`config.mk`:
```
export PLATFORM = sky130hd
export DESIGN_NAME = sram_responder_flat
export DESIGN_NICKNAME = d
export VERILOG_FILES = /design/src/rtl/sram_responder_pkg.sv /design/src/rtl/sram_responder_if.sv /design/src/rtl/sram_responder.sv /design/src/flat_wrapper.sv
export SDC_FILE = /design/constraint.sdc
export NUM_CORES = 1
export LEC_CHECK = 0
export ABC_AREA = 1
export CORE_MARGIN = 2
export CORE_UTILIZATION = 41
export CTS_CLUSTER_DIAMETER = 120
export DETAILED_ROUTE_END_ITERATION = 12
export PLACE_DENSITY = 0.92
export SETUP_SLACK_MARGIN = 0.3
export SLEW_MARGIN = 20
export SYNTH_ARGS = -nofsm -noshare
export SYNTH_HDL_FRONTEND = slang
export SYNTH_SLANG_ARGS = --single-unit
```
`constraint.sdc`:
```
create_clock -name clock -period 1.7 [get_ports clock]
set_clock_uncertainty 0.15 [all_clocks]
set_input_delay 0.255 -clock clock [delete_from_list [all_inputs] [get_ports clock]]
set_output_delay 0.255 -clock clock [all_outputs]
set_load 0.02 [all_outputs]
```
`src/rtl/sram_responder_pkg.sv`:
```
// rtl/sram_responder_pkg.sv - FSM states, counter width and SRAM control encoding for sram_responder
package sram_responder_pkg;

  typedef enum logic [2:0] {
    IDLE,
    RD,
    RD_DONE,
    WR,
    WR_REC
  } state_t;

  localparam int CNT_WIDTH = 4;

  typedef struct packed {
    logic ce_n;
    logic oe_n;
    logic we_n;
    logic ub_n;
    logic lb_n;
  } sram_ctrl_t;

  localparam sram_ctrl_t CTRL_INACTIVE = '1;

endpackage

```
`src/rtl/sram_responder_if.sv`:
```
// rtl/sram_responder_if.sv - test controller memory port seen by sram_responder
interface sram_responder_if #(
  parameter int ADDR_WIDTH = 20,
  parameter int DATA_WIDTH = 16
);
  localparam int BE_WIDTH = DATA_WIDTH / 8;

  logic [ADDR_WIDTH-1:0] address;
  logic [BE_WIDTH-1:0]   byteenable;
  logic                  read;
  logic                  write;
  logic [DATA_WIDTH-1:0] writedata;
  logic [DATA_WIDTH-1:0] readdata;
  logic                  readdataready;
  logic                  waitrequest;

  modport master (
    output address, byteenable, read, write, writedata,
    input  readdata, readdataready, waitrequest
  );

  modport slave (
    input  address, byteenable, read, write, writedata,
    output readdata, readdataready, waitrequest
  );

endinterface

```
`src/rtl/sram_responder.sv`:
```
// rtl/sram_responder.sv - memory-port responder driving one timed access per request on an async 16-bit SRAM
// Optional SRAM_RESPONDER_STATS_EN adds saturating rd_count/wr_count outputs.
module sram_responder
  import sram_responder_pkg::*;
#(
  parameter int ADDR_WIDTH = 20,
  parameter int DATA_WIDTH = 16,
  parameter int BE_WIDTH   = DATA_WIDTH / 8,
  parameter int RD_WAIT    = 2,
  parameter int WR_PULSE   = 2
) (
  input  logic                  clock,
  input  logic                  reset,
  sram_responder_if.slave       bus,
  output logic [ADDR_WIDTH-1:0] sram_addr,
  output logic [DATA_WIDTH-1:0] sram_dq_out,
  output logic                  sram_dq_oe,
  input  logic [DATA_WIDTH-1:0] sram_dq_in,
  output logic                  sram_ce_n,
  output logic                  sram_oe_n,
  output logic                  sram_we_n,
  output logic                  sram_ub_n,
`ifdef SRAM_RESPONDER_STATS_EN
  output logic [15:0]           rd_count,
  output logic [15:0]           wr_count,
`endif
  output logic                  sram_lb_n
);

  state_t               state, state_d;
  logic [CNT_WIDTH-1:0] cnt, cnt_d;
  logic [BE_WIDTH-1:0]  be_q, be_d;
  sram_ctrl_t           ctrl_q, ctrl_d;
  logic                 dq_oe_d;
  logic                 accept;

  assign bus.waitrequest = reset || (state != IDLE);
  assign accept          = (bus.read || bus.write) && !bus.waitrequest;

  assign sram_ce_n = ctrl_q.ce_n;
  assign sram_oe_n = ctrl_q.oe_n;
  assign sram_we_n = ctrl_q.we_n;
  assign sram_ub_n = ctrl_q.ub_n;
  assign sram_lb_n = ctrl_q.lb_n;

  always_comb begin
    state_d = state;
    cnt_d   = cnt;
    be_d    = accept ? bus.byteenable : be_q;
    ctrl_d  = CTRL_INACTIVE;
    dq_oe_d = 1'b0;

    unique case (state)
      IDLE: begin
        if (accept) begin
          if (bus.write) begin
            state_d = WR;
            cnt_d   = CNT_WIDTH'(WR_PULSE - 1);
          end else begin
            state_d = RD;
            cnt_d   = CNT_WIDTH'(RD_WAIT);
          end
        end
      end
      RD: begin
        if (cnt == '0) state_d = RD_DONE;
        else           cnt_d   = cnt - CNT_WIDTH'(1);
      end
      RD_DONE: state_d = IDLE;
      WR: begin
        if (cnt == '0) state_d = WR_REC;
        else           cnt_d   = cnt - CNT_WIDTH'(1);
      end
      WR_REC:  state_d = IDLE;
      default: state_d = IDLE;
    endcase

    // Strobes are decoded from the state being entered so the pins change on the same edge as the FSM.
    unique case (state_d)
      RD: begin
        ctrl_d.ce_n = 1'b0;
        ctrl_d.oe_n = 1'b0;
        ctrl_d.ub_n = ~be_d[1];
        ctrl_d.lb_n = ~be_d[0];
      end
      WR, WR_REC: begin
        ctrl_d.ce_n = 1'b0;
        ctrl_d.we_n = (state_d == WR) ? 1'b0 : 1'b1;
        ctrl_d.ub_n = ~be_d[1];
        ctrl_d.lb_n = ~be_d[0];
        dq_oe_d     = 1'b1;
      end
      default: ;
    endcase
  end

  always_ff @(posedge clock) begin
    if (reset) begin
      state             <= IDLE;
      cnt               <= '0;
      be_q              <= '0;
      ctrl_q            <= CTRL_INACTIVE;
      sram_dq_oe        <= 1'b0;
      sram_addr         <= '0;
      sram_dq_out       <= '0;
      bus.readdata      <= '0;
      bus.readdataready <= 1'b0;
    end else begin
      state             <= state_d;
      cnt               <= cnt_d;
      be_q              <= be_d;
      ctrl_q            <= ctrl_d;
      sram_dq_oe        <= dq_oe_d;
      bus.readdataready <= (state_d == RD_DONE);
      if (accept)              sram_addr    <= bus.address;
      if (accept && bus.write) sram_dq_out  <= bus.writedata;
      if (state == RD && cnt == '0) bus.readdata <= sram_dq_in;
    end
  end

`ifdef SRAM_RESPONDER_STATS_EN
  always_ff @(posedge clock) begin
    if (reset) begin
      rd_count <= '0;
      wr_count <= '0;
    end else begin
      if (accept && bus.write && wr_count != 16'hFFFF)  wr_count <= wr_count + 16'd1;
      if (accept && !bus.write && rd_count != 16'hFFFF) rd_count <= rd_count + 16'd1;
    end
  end
`endif

endmodule
```
`src/flat_wrapper.sv`:
```
// flat-port wrapper written by rule: the top's interface ports become plain ports
module sram_responder_flat import sram_responder_pkg::*;
#(
  parameter int ADDR_WIDTH = 20,
  parameter int DATA_WIDTH = 16,
  parameter int BE_WIDTH   = DATA_WIDTH / 8,
  parameter int RD_WAIT    = 2,
  parameter int WR_PULSE   = 2
)
  (clock, reset, sram_addr, sram_dq_out, sram_dq_oe, sram_dq_in, sram_ce_n, sram_oe_n, sram_we_n, sram_ub_n, sram_lb_n, bus_address, bus_byteenable, bus_read, bus_write, bus_writedata, bus_readdata, bus_readdataready, bus_waitrequest);
  sram_responder_if #(.ADDR_WIDTH(ADDR_WIDTH), .DATA_WIDTH(DATA_WIDTH)) bus_i ();
  input  logic clock;
  input  logic reset;
  output logic [ADDR_WIDTH-1:0] sram_addr;
  output logic [DATA_WIDTH-1:0] sram_dq_out;
  output logic sram_dq_oe;
  input  logic [DATA_WIDTH-1:0] sram_dq_in;
  output logic sram_ce_n;
  output logic sram_oe_n;
  output logic sram_we_n;
  output logic sram_ub_n;
  output logic sram_lb_n;
  input wire logic [$bits(bus_i.address)-1:0] bus_address;
  input wire logic [$bits(bus_i.byteenable)-1:0] bus_byteenable;
  input wire logic [$bits(bus_i.read)-1:0] bus_read;
  input wire logic [$bits(bus_i.write)-1:0] bus_write;
  input wire logic [$bits(bus_i.writedata)-1:0] bus_writedata;
  output wire logic [$bits(bus_i.readdata)-1:0] bus_readdata;
  output wire logic [$bits(bus_i.readdataready)-1:0] bus_readdataready;
  output wire logic [$bits(bus_i.waitrequest)-1:0] bus_waitrequest;
  assign bus_i.address = bus_address;
  assign bus_i.byteenable = bus_byteenable;
  assign bus_i.read = bus_read;
  assign bus_i.write = bus_write;
  assign bus_i.writedata = bus_writedata;
  assign bus_readdata = bus_i.readdata;
  assign bus_readdataready = bus_i.readdataready;
  assign bus_waitrequest = bus_i.waitrequest;
  sram_responder #(.ADDR_WIDTH(ADDR_WIDTH), .DATA_WIDTH(DATA_WIDTH), .BE_WIDTH(BE_WIDTH), .RD_WAIT(RD_WAIT), .WR_PULSE(WR_PULSE)) u_core (.clock(clock), .reset(reset), .bus(bus_i), .sram_addr(sram_addr), .sram_dq_out(sram_dq_out), .sram_dq_oe(sram_dq_oe), .sram_dq_in(sram_dq_in), .sram_ce_n(sram_ce_n), .sram_oe_n(sram_oe_n), .sram_we_n(sram_we_n), .sram_ub_n(sram_ub_n), .sram_lb_n(sram_lb_n));
endmodule
```
; Yosys cells after proc, flatten, opt, wreduce, memory -nomap -nowiden
; Cells that the tools add are included.
[word_totals]
reg_bits = 68
in_bits = 58
output_inout_bits = 60
wordCells = 56
[op_classes]
n_addsub = 1
n_eq_ne = 8
mux = 14
bitwise = 4
reduce_logical = 16
[ops]
columns = cell, n
row1 = "3-bit by 2-bit equality test with 1-bit output, second input constant", 3
row2 = 3-bit two-way mux, 3
row3 = 3-bit case mux with 3 select lines, 1
row4 = 4-bit two-way mux, 2
row5 = 4-bit case mux with 2 select lines, 1
row6 = 2-bit OR reduction, 4
row7 = "3-bit by 1-bit equality test with 1-bit output, second input constant", 2
row8 = 2-bit two-way mux, 3
row9 = 4-bit logical NOT, 1
row10 = 1-bit two-way mux, 4
row11 = 1-bit NOT, 4
row12 = "4-bit by 1-bit subtractor with 4-bit output, second input constant", 1
row13 = "3-bit equality test, second input constant", 1
row14 = 1-bit logical AND, 3
row15 = 3-bit logical NOT, 1
row16 = 3-bit AND reduction, 1
row17 = 3-bit nonzero test, 1
row18 = 3-bit OR reduction, 1
row19 = 1-bit logical OR, 2
row20 = "2-bit by 1-bit inequality test with 1-bit output, second input constant", 1
row21 = "2-bit inequality test, second input constant", 1
row22 = 2-bit nonzero test, 1
row23 = 1-bit logical NOT, 1

; Longest topological paths before layout
; Gate-level depths: netlist of run 1.
[logic_depth]
ltp_word = 10
ltp_mapped = 9
mapped_depth_nobuf = 9

; Least setup slack after synthesis of run 1
; No wires, ideal clock.
[synth_path]
path_type = register to register
from = register u_core.cnt[0]
to = register u_core.bus.readdata[10]
setup_ps = 113
t_arrival_ps = 1113
t_required_ps = 1437
path_slack_ps = 323
stages_incl_launch_ff = 7
path_buffers = 1
period_less_slack_ps = 1377
path_cell_list = dfxtp_1 inv_1 ha_1 nand4_4 buf_2 o21ai_1 nor2_1
[synth_via]
elab_chain_cells = 2
[synth_lines]
columns = element, line
row1 = from (decl), sram_responder.sv:31  ; logic [CNT_WIDTH-1:0] cnt, cnt_d;
row2 = from (signal assigned), sram_responder.sv:110  ; cnt <= cnt_d;
row3 = 4-bit logical NOT, sram_responder.sv:117  ; if (state == RD && cnt == '0) bus.readdata <= sram_dq_in;
row4 = 1-bit logical AND, sram_responder.sv:117
row5 = to (signal assigned), sram_responder.sv:117
row6 = to (decl), sram_responder_if.sv:24  ; output readdata, readdataready, waitrequest
; No other way between the ends.
; A chain may end at the register's enable or synchronous reset.

; Worst setup path after layout of run 1
[layout_path]
from = register u_core.state[0]
to = register u_core.sram_addr[17]
[layout_via]
elab_chain_cells = 4
[layout_lines]
columns = element, line
row1 = from (decl), sram_responder.sv:30  ; state_t state, state_d;
row2 = from (signal assigned), sram_responder.sv:109  ; state <= state_d;
row3 = 3-bit nonzero test, sram_responder.sv:37  ; assign bus.waitrequest = reset || (state != IDLE);
row4 = 1-bit logical OR, sram_responder.sv:37
row5 = 1-bit logical NOT, sram_responder.sv:38  ; assign accept = (bus.read || bus.write) && !bus.waitrequest;
row6 = 1-bit logical AND, sram_responder.sv:38
row7 = to (signal assigned), sram_responder.sv:115  ; if (accept) sram_addr <= bus.address;
row8 = to (decl), sram_responder.sv:15  ; output logic [ADDR_WIDTH-1:0] sram_addr,
; No other way between the ends.

==> results by group, run 1 <==
Placed design
  • Placed cell count: 507
  • Placer congestion estimate: 0.7714
  • Post-DP HPWL: 5.033 mm
  • Input/output buffers: 117

Run
  • MaxCap Viol Count: 0

Layout
  • Fillers: 378
  • Most frequent cells in the layout: dfxtp_1 (64), nor2_1 (60), clkdlybuf4s50_1 (56)
  • Layout net count: 524
  • Area Overhead vs Synth: 74.06%
  • Reg area: 1371 sq um
  • Leading cell type in the layout, fill and taps excluded: dfxtp_1
  • Fraction of layout cells with a size suffix above 1: 39.87%
  • Antenna cell count: 0
  • Multi-input gate area: 1226 sq um
  • Non-Filler Instances: 544

Floorplanning
  • Die height: 82.44 um
  • Die area: 6796 sq um
  • Rows: 28
  • Die width: 82.44 um
  • Initial core utilization: 42.60%
  • Io pins: 118
  • Core area: 5921 sq um

Critical path
  • CP max stage delay: 0.38 ns
  • Crit start category: flop
  • Critical Path, Cell by Cell: nor2_4, buf_6, nand4_1, buf_6, buf_12, clkinv_8, buf_8, nor2_2, nor2_2
  • Critical path type: flop to flop
  • CP Data Required Time: 1.78 ns
  • Critical-path top delay cell: dfxtp_4
  • Critical Path AT: 1.67 ns
  • Crit Path Max Fanout: 7
  • Crit end category: flop

Global routing
  • Most used routing layer: met2
  • M3 GR Usage: 7.391%
  • Gr usage total: 23.49%
  • Grt met1 use: 24.35%
  • Global-route wire length before repair: 12.21 mm
  • GRT overflow: 0
  • Met2 Use GR: 41.85%
  • Largest net degree at the start of global routing: 32
  • Vias in the first global route: 2,764
  • Initial antenna violation count: 0

Routing
  • Avg Vias per Cell: 5.123
  • DRC violation count after routing: 0
  • Initial drt markers: 115
  • Detail Route Antenna Nets: 0
  • DR vias: 2,787
  • Pre-Repair DR Iteration Count: 4
  • Routed length per instance: 16.29 um
  • Final wirelength: 8.861 mm

STA
  • # setup viols final: 0
  • Slew Limit Fails: 0
  • Total negative slack: 0 ns
  • Final Hold Viols: 0
  • Minimum clock period: 1.592 ns
  • RSZ-0062 raised after global routing: yes
  • FMAX: 0.6280 GHz
  • Worst-Margin Slew: 0.3865 ns
  • Final period util: 93.66%
  • Relative slew margins: 74.24%

Clocking
  • Clk sinks: 68
  • CTS tree: built
  • Root buf cell: clkbuf_8
  • Max Root-Sink Buffers: 2
  • Total CTS buffers: 9
  • CTS HTree Levels: 3
  • Clock transition at path regs: 0.08 ns
  • Worst skew pair latency: 0.34 ns

Worst hold path
  • Hold WC Path Type: primary input to flop

Synthesis
  • Sequential fraction of the synthesis area: 53.97%
  • Synth unique cells: 23
  • Post-Syn Area per Cell: 7.957 sq um
  • Seq cells post-synth: 68
  • Syn. warnings: 0
  • Post-synth EDFFs: 0
  • Synth Net Count: 377
  • Share of synthesized flip-flops with an asynchronous set or reset: 0%
  • Cells after Synth: 317
  • Area of the mapped netlist: 2522 sq um
  • Primary FF master, synth: dfxtp_1

Power and ir drop
  • Total power: 4.433 mW
  • Power Density: 1010 nW/um^2
  • Peak VDD IR: 0.0005455 V
  • Leakage: 1.967 nW

Run status
  • Status: finished clean
registers in the layout (all words and copies together) (netlist names):
name and count:
u_core.be_q 2, u_core.sram_oe_n 1, u_core.sram_ub_n 1, u_core.sram_ce_n 1
u_core.sram_dq_oe 1, u_core.bus.readdataready 1, u_core.state 3, u_core.sram_lb_n 1
u_core.bus.readdata 16, u_core.sram_addr 20, u_core.sram_dq_out 16, u_core.sram_we_n 1
u_core.cnt 4
critical path, delay by kind of cell, from the launching register on:
kind	cells	cell delay [ns]
buffers and inverters	5	0.62
DFF	1	0.38
and+or+nand+nor	4	0.34
final cells by class:
| type | count | area share (%) |
|---|---|---|
| clock inverters | 4 | 1.111 |
| inverters | 31 | 3.163 |
| well taps | 75 | 2.137 |
| flip-flops and latches | 68 | 31.23 |
| multi-input cells | 201 | 27.93 |
| repair buffers | 153 | 31.12 |
| clock buffers | 12 | 3.306 |
repair_timing:
item | CTS | global route
pin swaps | 10 | 17
hold buffers | 0 | 0
resized for setup | 176 | 136
gates cloned | 3 | 3
endpoints found under the setup margin | 124 | 124
setup buffers | 11 | 4
power breakdown:
group	internal, mW	leakage, nW	switching [mW]	total, mW
Combinational	0.566	1.31	0.692	1.26
Sequential	1.74	0.561	0.0995	1.84
Clock	0.717	0.100	0.614	1.33
Total	3.03	1.97	1.41	4.43
worst paths after layout:
check	startpoint	endpoint	slack [ns]	depth (start not counted)
worst max-delay path	u_core.state[0]	u_core.sram_addr[17]	0.11	9
worst min-delay path	bus_writedata[8]	u_core.sram_dq_out[8]	0.31	3
worst max register to register	u_core.state[0]	u_core.sram_addr[17]	0.11	9
worst min register to register	u_core.sram_dq_out[4]	u_core.sram_dq_out[4]	0.32	2
through the flow:
step	util [%]	hold WS, ns	instance area (sq um)	worst slack [ns]
2_1_floorplan	-	0.2433	2522	0.3235
3_3_place_gp	64.20	0.3088	3801	-0.2029
3_5_place_dp	64.20	0.3177	3801	-0.2857
4_1_cts	73.35	0.3064	4343	0.1063
5_1_grt	74.15	0.3082	4390	0.07190
6_report	74.15	0.3057	4390	0.1077
routing by layer:
layer / part of all wire [%] / wire (um)
met5: 0 / 0
met1: 35 / 3145
met3: 7.3 / 644
met4: 4.1 / 364
met2: 53 / 4706
cells in the mapped netlist, types with 2 or more instances:
library cell	instances	area (sq um)
dfxtp_1	68	1361
nand2_1	25	93.84
nand3_1	25	125.1
nand2_2	3	18.77
buf_6	4	45.04
nor2_2	2	12.51
nor2_1	81	304.0
a21oi_1	5	25.02
buf_2	11	55.05
o21ai_0	22	110.1
o21ai_1	31	155.2
inv_1	27	101.4
inv_4	2	12.51
ha_1	2	25.02
logic make-up after synthesis:
kind of cell / Yosys count / synth area share (%)
compound gates: 59 / 11.86
xor+xnor: 1 / 0.3473
fa+ha+maj: 2 / 0.9919
buf+inv: 48 / 9.275
flops: 68 / 53.97
simple gates: 139 / 23.56
Power figures use the tool's default switching activity.
==> run 2, diff against run 1 <==
CTS_CLUSTER_SIZE = 10   (was default)
==> results of run 2 <==
No change in the layout: final DEF, timing and power equal those of run 1.
